--- src/rtl/mutex_arbiter_if.sv ---
// Request/grant bundle between the Eisenberg-McGuire requesters and the
// mutex_arbiter responder. Requesters drive req; the arbiter drives the
// grant and the observability signals used by property monitors.
interface mutex_arbiter_if #(
    parameter int HIPROC = 2,
    parameter int SELMSB = 1
);
    logic [HIPROC:0] req;
    logic [HIPROC:0] grant;
    logic            busy;
    logic [SELMSB:0] owner;
    logic [SELMSB:0] turn;
    logic            starve;

    modport master (
        output req,
        input  grant,
        input  busy,
        input  owner,
        input  turn,
        input  starve
    );

    modport slave (
        input  req,
        output grant,
        output busy,
        output owner,
        output turn,
        output starve
    );
endinterface

--- src/rtl/mutex_arbiter.sv ---
// mutex_arbiter: hardware responder for the Eisenberg-McGuire mutual
// exclusion protocol. A rotating turn pointer picks where each scan starts,
// one index is examined per cycle, and the owner keeps the grant until it
// drops its request. Optional starvation monitor is built only when the
// macro MUTEX_STARVE_CHK_EN is defined; otherwise starve is constant 0.
module mutex_arbiter #(
    parameter int HIPROC       = 2,
    parameter int SELMSB       = 1,
    parameter int STARVE_LIMIT = 15
) (
    input  logic            clock,
    input  logic            reset_n,
    mutex_arbiter_if.slave  bus
);
    typedef enum logic [1:0] {IDLE, SCAN, GRANT} state_t;

    localparam logic [SELMSB:0] LAST = (SELMSB+1)'(HIPROC);
    localparam logic [SELMSB:0] ONE  = (SELMSB+1)'(1);

    state_t          state, state_next;
    logic [HIPROC:0] req;
    logic [HIPROC:0] grant, grant_next;
    logic            busy, busy_next;
    logic [SELMSB:0] owner, owner_next;
    logic [SELMSB:0] turn, turn_next;
    logic [SELMSB:0] j, j_next;
    logic [SELMSB:0] sweep, sweep_next;
    logic            starve;

    assign req        = bus.req;
    assign bus.grant  = grant;
    assign bus.busy   = busy;
    assign bus.owner  = owner;
    assign bus.turn   = turn;
    assign bus.starve = starve;

    // Cyclic successor of an index; wraps from HIPROC back to 0.
    function automatic logic [SELMSB:0] next_idx(input logic [SELMSB:0] x);
        return (x == LAST) ? '0 : x + ONE;
    endfunction

    // State register.
    always_ff @(posedge clock or negedge reset_n) begin
        if (!reset_n) state <= IDLE;
        else          state <= state_next;
    end

    // Next-state decision: start a scan on any request, stop on a hit or a
    // fruitless full sweep, leave GRANT only when the owner releases.
    always_comb begin
        state_next = state;
        case (state)
            IDLE:  if (|req) state_next = SCAN;
            SCAN: begin
                if (req[j])            state_next = GRANT;
                else if (sweep == LAST) state_next = IDLE;
            end
            GRANT: if (!req[owner]) state_next = IDLE;
            default: state_next = IDLE;
        endcase
    end

    // Next values of the scan index, grant and turn registers; the release
    // moves turn just past the departing owner so nobody waits unboundedly.
    always_comb begin
        grant_next = grant;
        busy_next  = busy;
        owner_next = owner;
        turn_next  = turn;
        j_next     = j;
        sweep_next = sweep;
        case (state)
            IDLE: begin
                if (|req) begin
                    j_next     = turn;
                    sweep_next = '0;
                end
            end
            SCAN: begin
                if (req[j]) begin
                    grant_next    = '0;
                    grant_next[j] = 1'b1;
                    owner_next    = j;
                    busy_next     = 1'b1;
                end else if (sweep != LAST) begin
                    j_next     = next_idx(j);
                    sweep_next = sweep + ONE;
                end
            end
            GRANT: begin
                if (!req[owner]) begin
                    grant_next = '0;
                    busy_next  = 1'b0;
                    turn_next  = next_idx(owner);
                end
            end
            default: ;
        endcase
    end

    // Registered outputs and scan bookkeeping; reset drops the grant at once.
    always_ff @(posedge clock or negedge reset_n) begin
        if (!reset_n) begin
            grant <= '0;
            busy  <= 1'b0;
            owner <= '0;
            turn  <= '0;
            j     <= '0;
            sweep <= '0;
        end else begin
            grant <= grant_next;
            busy  <= busy_next;
            owner <= owner_next;
            turn  <= turn_next;
            j     <= j_next;
            sweep <= sweep_next;
        end
    end

`ifdef MUTEX_STARVE_CHK_EN
    localparam int CW = $clog2(STARVE_LIMIT + 2);
    localparam logic [CW-1:0] CNT_SAT = CW'(STARVE_LIMIT + 1);
    localparam logic [CW-1:0] CNT_LIM = CW'(STARVE_LIMIT);
    localparam logic [CW-1:0] CNT_ONE = CW'(1);

    logic [CW-1:0] wait_cnt  [HIPROC+1];
    logic [CW-1:0] wait_next [HIPROC+1];
    logic          over;
    logic          starve_q;

    // Per-requester wait counters that saturate just past the limit.
    always_comb begin
        over = 1'b0;
        for (int i = 0; i <= HIPROC; i++) begin
            wait_next[i] = wait_cnt[i];
            if (!req[i] || grant[i])       wait_next[i] = '0;
            else if (wait_cnt[i] != CNT_SAT) wait_next[i] = wait_cnt[i] + CNT_ONE;
            if (wait_next[i] > CNT_LIM) over = 1'b1;
        end
    end

    // Counter storage and the sticky starvation flag.
    always_ff @(posedge clock or negedge reset_n) begin
        if (!reset_n) begin
            for (int i = 0; i <= HIPROC; i++) wait_cnt[i] <= '0;
            starve_q <= 1'b0;
        end else begin
            for (int i = 0; i <= HIPROC; i++) wait_cnt[i] <= wait_next[i];
            starve_q <= starve_q | over;
        end
    end

    assign starve = starve_q;
`else
    // No monitor built; a negative limit is meaningless, so this is constant 0.
    assign starve = (STARVE_LIMIT < 0);
`endif
endmodule

--- src/flat_wrapper.sv ---
// flat-port wrapper written by rule: the top's interface ports become plain ports
module mutex_arbiter_flat 
#(
    parameter int HIPROC       = 2,
    parameter int SELMSB       = 1,
    parameter int STARVE_LIMIT = 15
)
  (clock, reset_n, bus_req, bus_grant, bus_busy, bus_owner, bus_turn, bus_starve);
  mutex_arbiter_if #(.HIPROC(HIPROC), .SELMSB(SELMSB)) bus_i ();
  input  logic clock;
  input  logic reset_n;
  input wire logic [$bits(bus_i.req)-1:0] bus_req;
  output wire logic [$bits(bus_i.grant)-1:0] bus_grant;
  output wire logic [$bits(bus_i.busy)-1:0] bus_busy;
  output wire logic [$bits(bus_i.owner)-1:0] bus_owner;
  output wire logic [$bits(bus_i.turn)-1:0] bus_turn;
  output wire logic [$bits(bus_i.starve)-1:0] bus_starve;
  assign bus_i.req = bus_req;
  assign bus_grant = bus_i.grant;
  assign bus_busy = bus_i.busy;
  assign bus_owner = bus_i.owner;
  assign bus_turn = bus_i.turn;
  assign bus_starve = bus_i.starve;
  mutex_arbiter #(.HIPROC(HIPROC), .SELMSB(SELMSB), .STARVE_LIMIT(STARVE_LIMIT)) u_core (.clock(clock), .reset_n(reset_n), .bus(bus_i));
endmodule
--- config.mk ---
export PLATFORM = sky130hd
export DESIGN_NAME = mutex_arbiter_flat
export DESIGN_NICKNAME = d
export VERILOG_FILES = /design/src/rtl/mutex_arbiter_if.sv /design/src/rtl/mutex_arbiter.sv /design/src/flat_wrapper.sv
export SDC_FILE = /design/constraint.sdc
export NUM_CORES = 1
export LEC_CHECK = 0
export CAP_MARGIN = 25
export CORE_MARGIN = 10
export CORE_UTILIZATION = 58
export CTS_BUF_LIST = sky130_fd_sc_hd__clkbuf_8
export DETAILED_ROUTE_END_ITERATION = 10
export HOLD_SLACK_MARGIN = 0.08
export PLACE_DENSITY = 0.86
export SYNTH_ARGS = -nofsm -noshare
export SYNTH_HDL_FRONTEND = slang
export SYNTH_SLANG_ARGS = --single-unit
--- constraint.sdc ---
create_clock -name clock -period 4.4 [get_ports clock]
set_input_delay 0.88 -clock clock [delete_from_list [all_inputs] [get_ports clock]]
set_output_delay 0.88 -clock clock [all_outputs]
set_load 0.02 [all_outputs]
Word level (Yosys, flattened, before mapping)
Cells that the tools add are included.
Operators by class
  add/sub/neg operators: 3
  magnitude comparators: 3
  equal/unequal tests: 12
  muxes and demuxes: 27
  bitwise operators: 1
  reductions and logical operators: 10
Operators by type and width (number)
  $mux 2: 12
  $eq 2x2->1 const B: 4
  $pmux 2 s2: 2
  $add 2x1->2 const B: 3
  $lt 2x3->1 const B: 2
  $mux 3: 2
  $ne 2x1->1 const B: 3
  $ne 2x2->1 const B: 3
  $pmux 2 s3: 1
  $pmux 3 s2: 1
  $reduce_and 3->1: 2
  $mux 1: 5
  $bmux 1 s2: 2
  $reduce_and 2->1: 2
  $reduce_and 4->1: 1
  $reduce_bool 2->1: 2
  $ne 3x1->1 const B: 1
  $reduce_or 3->1: 1
  $demux 1 s2: 1
  $eq 2x1->1 const B: 1
  $ge 2x1->1 const B: 1
  $logic_not 2->1: 1
  $pmux 1 s2: 1
  $logic_and 1x1->1: 1
  $not 1->1: 1
Word-level totals
  register bits after elaboration: 14
  output and inout bits: 9
  logic and storage cells: 63

Longest topological paths before layout
  depth in word-level cells: 6
  depth in mapped cells: 6
  mapped depth without buffers: 6

Worst setup path after synthesis
OpenSTA, ideal clock, no wires.
  kind: input to register
  start point: input bus_req[0]
  end point: register u_core.state[0]
  setup time: 0.127 ns
  arrival: 1.867 ns
  required time: 4.273 ns
  setup slack: 2.406 ns
  stages: 4
  path buffers: 0
  cell sequence: nor4b_1 > inv_1 > nand3_1 > mux2_1
On the way
  longest elaborated chain between the ends: 4
  elaborated cells on any way between the ends: 11
  those cells by class: eq/ne: 3; mux: 6; reduce/logical: 2
Ends and longest elaborated chain
  from (decl): line flat_wrapper.sv:12  | input wire logic [$bits(bus_i.req)-1:0] bus_req;
  $bmux 1 s2 (on tied branches): line mutex_arbiter.sv:55, mutex_arbiter.sv:58
  $mux 1 (on tied branches): line mutex_arbiter.sv:55, mutex_arbiter.sv:58
  $ne 3x1->1 (no source line) (tied with other cells)
  $reduce_and 3->1 (no source line) or $pmux 2 s3 (tied branches)
  to (signal assigned): line mutex_arbiter.sv:45  | else state <= state_next;
  to (decl): line mutex_arbiter.sv:20  | state_t state, state_next;
Parallel ways exist; a longest one is shown, timed or not. The select of a mux whose other input is x is not followed.
A chain may end at the register's enable or synchronous reset.

Worst setup path in the final report
  start point: input bus_req[2]
  end point: register u_core.state[0]
The elaborated chain is that of the path after synthesis.

==> results.sh <==
export IMPL_status="finished, final reports clean"
export IMPL_clk_pin_slew_ns=0.07
export IMPL_relSlewSlack_pct=54.8
export IMPL_drtIter0Drc=16
export IMPL_final_common_cell="dfrtp_1"
export IMPL_post_route_util_pct=76.3
export IMPL_leakage_nw=0.477
export IMPL_cts_setup_buffers=0
export IMPL_placementRows=13
export IMPL_syn_nets=91
export IMPL_grt_pass1_vias=697
export IMPL_grt_max_degree=15
export IMPL_wl_microns=1910
export IMPL_min_path_type="flop to flop"
export IMPL_min_period_over_period_pct=57.5
export IMPL_critPathKind="primary input to flop"
export IMPL_diodes=0
export IMPL_fin_cells=109
export IMPL_clkPwrFrac_pct=15.9
export IMPL_r2r_end="u_core.state[0]"
export IMPL_whs_path_depth=1
export IMPL_die_w_microns=58.6
export IMPL_drive_above_1_share_pct=13.8
export IMPL_p_seq_share_pct=29.5
export IMPL_clkLatencyLatePin_ns=0.25
export IMPL_worst_ep_required_time_ns=4.53
export IMPL_wl_per_cell_microns=17.6
export IMPL_core_sq_um=1350
export IMPL_layout_nets=105
export IMPL_r2r_start="u_core.state[1]"
export IMPL_place_ws_ns=1.67
export IMPL_async_flop_share_pct=100
export IMPL_avgSynthCellArea_sq_um=10.6
export IMPL_via_per_inst=6.17
export IMPL_drtPass1Iterations=4
export IMPL_drc=0
export IMPL_vias=672
export IMPL_pwr_share_comb_pct=54.6
export IMPL_io_pins=14
export IMPL_p_per_area_nw_per_um2=790
export IMPL_clock_skew_ns=0.00819
export IMPL_syn_inst=81
export IMPL_port_buffers=12
export IMPL_cts_inserted_buffers=3
export IMPL_areaGrowthSynthToFinish_pct=19.4
export IMPL_slew_violations=0
export IMPL_h_tree_depth=1
export IMPL_initial_core_util_pct=63.9
export IMPL_fin_crit_ns=2.53
export IMPL_place_inst=105
export IMPL_ys_seq_area_share_pct=40.6
export IMPL_setup_ws_ns=1.87
export IMPL_grt_pass1_wl_microns=3320
export IMPL_slowest_stage="nor4b_1"
export IMPL_die_area_sq_um=3430
export IMPL_setup_viol=0
export IMPL_switching_share_pct=41.1
export IMPL_r2r_worst_path_cells=6
export IMPL_clock_fmax_ghz=0.395
export IMPL_rsz0062_at_grt="false"
export IMPL_hpwlAfterDp_microns=1390
export IMPL_die_h_microns=58.6
export IMPL_crit_chain="clkdlybuf4s50_1 -> nor4b_1 -> inv_1 -> nand3_1 -> mux2_1"
export IMPL_synth_edf_count=0
export IMPL_cts_buffer_depth=2
export IMPL_p_int_mw=0.479
export IMPL_antenna_left=0
export IMPL_holdPathEnd="u_core.bus.busy"
export IMPL_fillers=95
export IMPL_drv_cap=0
export IMPL_holdBufCountCts=0
export IMPL_routabilityCongestion=0.788
export IMPL_arrival_ns=2.66
export IMPL_endpoint_kind="flop"
export IMPL_synth_ff_type="dfrtp_1"
export IMPL_grt_overflow=0
export IMPL_yosys_warnings=0
export IMPL_worst_pin_slew_ns=0.668
export IMPL_root_buffer="clkbuf_8"
export IMPL_cts_sinks=14
export IMPL_hold_viol=0
export IMPL_grt_usage_pct=12.3
export IMPL_antenna_found_initial=0
export IMPL_yosys_cell_types_count=36
export IMPL_p_sw_mw=0.334
export IMPL_ff2ff_setup_slack_ns=2.27
export IMPL_finalSetupTns_ns=0
export IMPL_mostFrequentLayoutCells="14 x dfrtp_1, 12 x clkdlybuf4s50_1, 10 x inv_1, 6 x nor2_1, 5 x ha_1"
export IMPL_peakVddDrop_mv=0.455
export IMPL_cts_tree="yes"
export IMPL_critical_path_max_fanout=5
export IMPL_cp_start_kind="primary input"
export IMPL_ys_ff_latch=14
export IMPL_crit_path_max_incr_delay_ns=0.61
export IMPL_netlist_area_sq_um=862
export IMPL_hold_start="u_core.bus.busy"
export IMPL_post_cts_resized=0
state kept, by name (all words and copies together), names as in the netlist:
name and cells:
u_core.bus.grant 3, u_core.bus.turn 2, u_core.state 2, u_core.j 2
u_core.sweep 2, u_core.bus.owner 2, u_core.bus.busy 1
stage by stage:
| stage | hold slack, ns | total power [mW] | cell area, sq um |
|---|---|---|---|
| final | 0.481 | 0.813 | 1030 |
| after global routing | 0.515 | 0.877 | 1030 |
| after CTS | 0.485 | 0.815 | 1030 |
| after detailed placement | 0.472 | 0.679 | 975 |
| after global placement | 0.464 | 0.663 | 975 |
| after floorplan | 0.494 | 0.553 | 862 |
cells by family after synthesis:
kind of cell / share of synthesized area (%)
adder cells (fa/ha/maj): 7.26
other: 0.435
multiplexers: 14.2
buffers and inverters: 7.40
AO/OA/AOI/OAI: 15.8
AND/OR/NAND/NOR: 14.2
flip-flops: 40.6
worst max-delay path: cells and delay by family:
family | cells | cell delay [ns]
simple gates | 2 | 0.76
buf+inv | 2 | 0.69
mux | 1 | 0.34
how the worst max path moves through the flow:
stage               start              end  slack (ns)  cells past startpoint
3_3_place_gp   bus_req[0]  u_core.state[0]        1.69                      5
2_1_floorplan  bus_req[0]  u_core.state[0]        2.41                      4
5_1_grt        bus_req[2]  u_core.state[0]        1.82                      5
6_report       bus_req[2]  u_core.state[0]        1.87                      5
4_1_cts        bus_req[2]  u_core.state[0]        1.93                      5
3_5_place_dp   bus_req[2]  u_core.state[0]        1.67                      5
cell type report:
type,instances,area (sq um),share of cell area [%]
Clock buffer,4,55.1,5.35
Inverter,10,37.5,3.65
Multi-Input combinational cell,54,448,43.5
Sequential cell,14,350,34.0
Tap cell,15,18.8,1.82
Timing Repair Buffer,12,120,11.7
power by group through the flow:
| stage | clock (mW) | combinational [mW] | sequential (mW) |
|---|---|---|---|
| after CTS | 0.130 | 0.446 | 0.239 |
| after floorplan | 0 | 0.291 | 0.262 |
| after detailed placement | 0 | 0.440 | 0.240 |
| after global routing | 0.140 | 0.488 | 0.248 |
| after global placement | 0 | 0.425 | 0.238 |
| final | 0.129 | 0.444 | 0.240 |
Yosys cell counts (2+ instances only):
cell | n | area [sq um]
dfrtp_1 | 14 | 350
inv_1 | 10 | 37.5
nor2_1 | 6 | 22.5
ha_1 | 5 | 62.6
mux2_2 | 4 | 45.0
mux2i_1 | 4 | 40.0
o21ai_0 | 3 | 15.0
a21oi_1 | 2 | 10.0
a22o_1 | 2 | 17.5
mux2_1 | 2 | 22.5
nand2_1 | 2 | 7.51
nand2b_1 | 2 | 12.5
nand3_1 | 2 | 10.0
layer usage:
| metal | wire, microns | track usage (%) | share of wire (%) |
|---|---|---|---|
| met5 | 0 | 0 | 0 |
| met2 | 900 | 19.1 | 47 |
| met1 | 797 | 13.6 | 42 |
| met3 | 189 | 4.94 | 9.9 |
| met4 | 26 | 7.38 | 1.4 |
(Power assumes the default switching activity.)
==> RTL change 1 (config.mk and constraints unchanged) <==
`HIPROC` is set to 2 in 3 places; all go to 4.
--- a/src/rtl/mutex_arbiter_if.sv
+++ b/src/rtl/mutex_arbiter_if.sv
@@ -2,7 +2,7 @@
 // mutex_arbiter responder. Requesters drive req; the arbiter drives the
 // grant and the observability signals used by property monitors.
 interface mutex_arbiter_if #(
-    parameter int HIPROC = 2,
+    parameter int HIPROC = 4,
     parameter int SELMSB = 1
 );
     logic [HIPROC:0] req;
--- a/src/rtl/mutex_arbiter.sv
+++ b/src/rtl/mutex_arbiter.sv
@@ -4,7 +4,7 @@
 // drops its request. Optional starvation monitor is built only when the
 // macro MUTEX_STARVE_CHK_EN is defined; otherwise starve is constant 0.
 module mutex_arbiter #(
-    parameter int HIPROC       = 2,
+    parameter int HIPROC       = 4,
     parameter int SELMSB       = 1,
     parameter int STARVE_LIMIT = 15
 ) (
--- a/src/flat_wrapper.sv
+++ b/src/flat_wrapper.sv
@@ -1,7 +1,7 @@
 // flat-port wrapper written by rule: the top's interface ports become plain ports
 module mutex_arbiter_flat 
 #(
-    parameter int HIPROC       = 2,
+    parameter int HIPROC       = 4,
     parameter int SELMSB       = 1,
     parameter int STARVE_LIMIT = 15
 )
Interface: changed (resized bus_grant and bus_req); port bits go from 14 to 18. No check against the original RTL was run, so the function may have changed too.
==> RTL change 1 against the unedited design <==
Worst setup slack better by 0.051 ns; synthesized area fell by 1.6%; worst hold slack better by 0.0062 ns; power down 17%; sequential cell count is 1 higher; largest cell class unchanged; highest routed layer unchanged; register-to-register slack improved by 0.29 ns; maximum frequency rose by 2.1%; wire length shrank 12%; combinational power down 23%; cell area increased by 2.2%.
==> RTL change 1: results (changes against the unedited design) <==
Global routing
  • GRT Total Usage: 0.1097 (-0.01281)
  • Initial antenna violation count: 0 (unchanged)
  • Pin count of the biggest net entering global routing: 16 (+1)
  • First-pass GRT wire length: 2.960 mm (-11%)
  • Vias in the first global route: 671 (-3.7%)

Pwr
  • Leakage: 0.4971 nW (+4.2%)
  • Worst vdd ir: 0.4515 mV (-0.82%)

Synthesis
  • YS warnings: 0 (unchanged)
  • Cell variety after synth: 21 (-42%)
  • Post-synthesis sequential area ratio: 0.4425 (+0.03609)
  • Post-synth top cells: 15 x dfrtp_1, 10 x ha_1, 8 x inv_1
  • Synth top area cells: dfrtp_1 44%, ha_1 15%, mux2i_1 7.1%
  • Post-synth top flop: dfrtp_1
  • Async SR Flop Fraction: 1.000 (unchanged)

Outcome
  • Outcome: finished, final reports clean

Timing
  • Worst Skew: 0.002306 ns (-0.005880 ns)
  • Slew headroom: 0.5553 (+0.007013)

Layout
  • Share of cells above drive strength 1: 0.07865 (-0.05965)
  • Biggest register: u_core.bus.grant
  • Final #Nets: 107 (+1.9%)
  • Max reg flops: 4 (+1)
  • ANT cells: 0 (unchanged)

Clock network
  • Post_cts resized: 0 (unchanged)
  • Inserted Clock Buffers: 3 (unchanged)
  • H-tree levels: 1 (unchanged)
  • Root buf cell: clkbuf_8
  • Clock-pin slew on the worst setup and hold paths: 0.06 ns
  • Worst-Skew Late Latency: 0.25 ns (about the same)
  • Clock buffer depth: 2 (unchanged)
  • Post-CTS Setup Repair Bufs: 0 (unchanged)

Critical path
  • CP Max Fanout: 3 (-2)
  • Worst EP arrival: 2.61 ns (-0.05 ns)
  • CP peak stage delay: 0.52 ns (-0.09 ns)
  • Slowest-stage cell, CP: or4_1

Worst hold path
  • Hold crit path type: flip-flop to flip-flop

Placement
  • Post-DP Area: 0.001006 mm2 (+3.2%)
  • Routability congestion estimate: 0.8474 (+7.5%)
  • Port bufs: 15 (+3)

Routing
  • Vias per inst: 5.692 (-7.7%)
  • WL/cell: 16.28 um (-7.3%)
  • DRT iter0 DRCs: 8 (-8)
  • TritonRoute pass-1 iters: 4 (unchanged)
[RTL change 1: logic make-up after synthesis]
group,after synthesis,share of synthesized area
fa+ha+maj,10,0.1475
buf+inv,10,0.05309
flops,15,0.4425
mux,10,0.1593
compound gates,11,0.09440
other cells,1,0.004421
simple gates,14,0.09882
[RTL change 1: final timing paths]
path | start | endpoint | slack (ns) | cells after the start
worst max-delay path | bus_req[0] | u_core.sweep[0] | 1.92 | 5
worst min-delay path | u_core.bus.busy | u_core.bus.busy | 0.49 | 1
worst max register to register | u_core.j[0] | u_core.state[1] | 2.56 | 4
worst min register to register | u_core.bus.busy | u_core.bus.busy | 0.49 | 1
max in group asynchronous | reset_n | u_core.sweep[1] | 2.94 | 1
min in group asynchronous | reset_n | u_core.bus.busy | 1.04 | 1
[RTL change 1: area by class of cell]
| class | instances | area (um2) |
|---|---|---|
| Tap cell | 15 | 18.77 |
| Multi-Input combinational cell | 47 | 431.7 |
| Timing Repair Buffer | 15 | 150.1 |
| Clock buffer | 3 | 41.29 |
| Inverter | 8 | 30.03 |
| Fill cell | 79 | 281.5 |
| Clock inverter | 1 | 5.005 |
| Sequential cell | 15 | 375.4 |
[RTL change 1: through the flow]
step | hold WS, ns | cells | utilization | setup slack (ns)
6_report | 0.4869 | 104 | 0.7889 | 1.922
5_1_grt | 0.5337 | 104 | 0.7889 | 1.865
4_1_cts | 0.4915 | 104 | 0.7889 | 1.926
3_5_place_dp | 0.4726 | 100 | 0.7542 | 1.668
3_3_place_gp | 0.4638 | 100 | 0.7542 | 1.709
2_1_floorplan | 0.4730 | 72 | - | 2.169
[RTL change 1: where the power goes]
group	total, mW	switching, mW	internal [mW]
Clock	0.110	0.0478	0.0627
Sequential	0.224	0.0373	0.187
Combinational	0.341	0.182	0.158
[RTL change 1: layer usage]
metal	up-vias	wire (um)	track usage
met1	283	727	0.1217
met4	0	46	0.06711
met3	7	163	0.05447
li1	281	-	-
met2	21	754	0.1641
met5	-	0	0
[RTL change 1: critical path, delay by kind of cell]
family	cells	cell delay (ns)
and+or+nand+nor	3	1.05
buffers and inverters	1	0.43
muxes	1	0.26
==> RTL change 2 (same flow settings) <==
Without the edit above. The 3 states of `state_t` get a one-hot encoding in 3 bits.
--- a/src/rtl/mutex_arbiter.sv
+++ b/src/rtl/mutex_arbiter.sv
@@ -12,7 +12,7 @@
     input  logic            reset_n,
     mutex_arbiter_if.slave  bus
 );
-    typedef enum logic [1:0] {IDLE, SCAN, GRANT} state_t;
+    typedef enum logic [2:0] {IDLE = 3'b001, SCAN = 3'b010, GRANT = 3'b100} state_t;
 
     localparam logic [SELMSB:0] LAST = (SELMSB+1)'(HIPROC);
     localparam logic [SELMSB:0] ONE  = (SELMSB+1)'(1);
Function: same outputs for any inputs over 10 cycles, from zero or initial values and one cycle with reset_n low; not proved beyond that.
==> RTL change 2 against the unedited design <==
Cell area shrank 2.8%; wire length grew 1.5%; power shrank 14%; sequential cell count grew 1; sequential share of layout area grew 3.6 points; worst setup slack gained 0.21 ns; clock skew shrank 0.0056 ns; largest cell class unchanged; non-clock buffer count is the same; synthesized area shrank 1.7%.
==> RTL change 2: results (changes against the unedited design) <==
Global routing
  • Met3 global-route usage: 0.05882 (+0.009467)
  • GRT Total Usage: 0.1227 (+0.0001444)
  • Grt met1 use: 0.1284 (-0.007878)
  • Met2 global-route usage: 0.2071 (+0.01586)

Synthesis
  • Cell variety after synth: 33 (-8.3%)
  • Avg Inst Size Synth: 9.412 um2 (-12%)
  • Post-synth top cells: 14 x dfrtp_1, 10 x o21ai_0, 8 x nand2_1
  • Post-synthesis sequential area ratio: 0.4446 (+0.03822)

Critical path
  • R2R Path End: u_core.sweep[1]
  • R2R Setup Slk: 2.60 ns (+0.33 ns)
  • Reg2Reg Launch Point: u_core.sweep[0]
  • CP Max Fanout: 8 (+3)
  • Worst setup endpoint: u_core.bus.grant[2]

Outcome
  • Outcome: finished, final reports clean

Routing
  • DR vias: 731 (+8.8%)
  • WL met1: 770 um (-3.4%)
  • DRT iter0 DRCs: 24 (+8)
  • WL/cell: 16.75 um (-4.6%)

Timing
  • Fin crit share: 0.5263 (-0.04851)
  • Hold Slack: 0.5169 ns (+0.03616 ns)
  • Worst Skew: 0.002612 ns (-0.005574 ns)

Placement
  • Dpl ws: 1.870 ns (+0.2044 ns)
  • Routability congestion estimate: 0.8664 (+9.9%)
  • Dpl cells: 112 (+6.7%)
  • Final HPWL DP: 1.427 mm (+2.9%)

Worst hold path
  • Worst hold path endpoint: u_core.sweep[0]
  • Worst Min Path Start: u_core.sweep[0]

Layout
  • Share of cells above drive strength 1: 0.1089 (-0.02939)
  • Post-Layout Inst Area: 0.001001 mm2 (-2.8%)

Pwr
  • Clk power: 0.114 mW (-12%)
  • Combinational power: 0.309 mW (-30%)
==> RTL change 2: cell count changes after synthesis, moves of 3 or more <==
cell	before	now
inv_1	10	5
mux2_2	4	1
nand2_1	2	8
a21oi_1	2	6
o31ai_1	0	3
o21ai_0	3	10
ha_1	5	1
==> RTL change 2: area by class of cell <==
class | instances | area share
clock buffers | 3 | 0.04125
clock inverters | 1 | 0.007500
multi-input cells | 65 | 0.4175
repair buffers | 12 | 0.1200
inverters | 5 | 0.01875
flip-flops and latches | 15 | 0.3762
well taps | 15 | 0.01875
==> RTL change 2: kinds of logic after synthesis <==
kind of cell    synth area share
flops                     0.4446
buf+inv                  0.06204
mux                      0.05465
compound gates            0.2467
simple gates              0.1728
fa+ha+maj                0.01477
other cells             0.004427
==> RTL change 2: critical path, cell delays in order <==
cell and delay [ns]:
clkdlybuf4s50_1 0.61, mux2i_1 0.15, o211ai_1 0.48, o21ai_0 0.16
o21ai_0 0.20
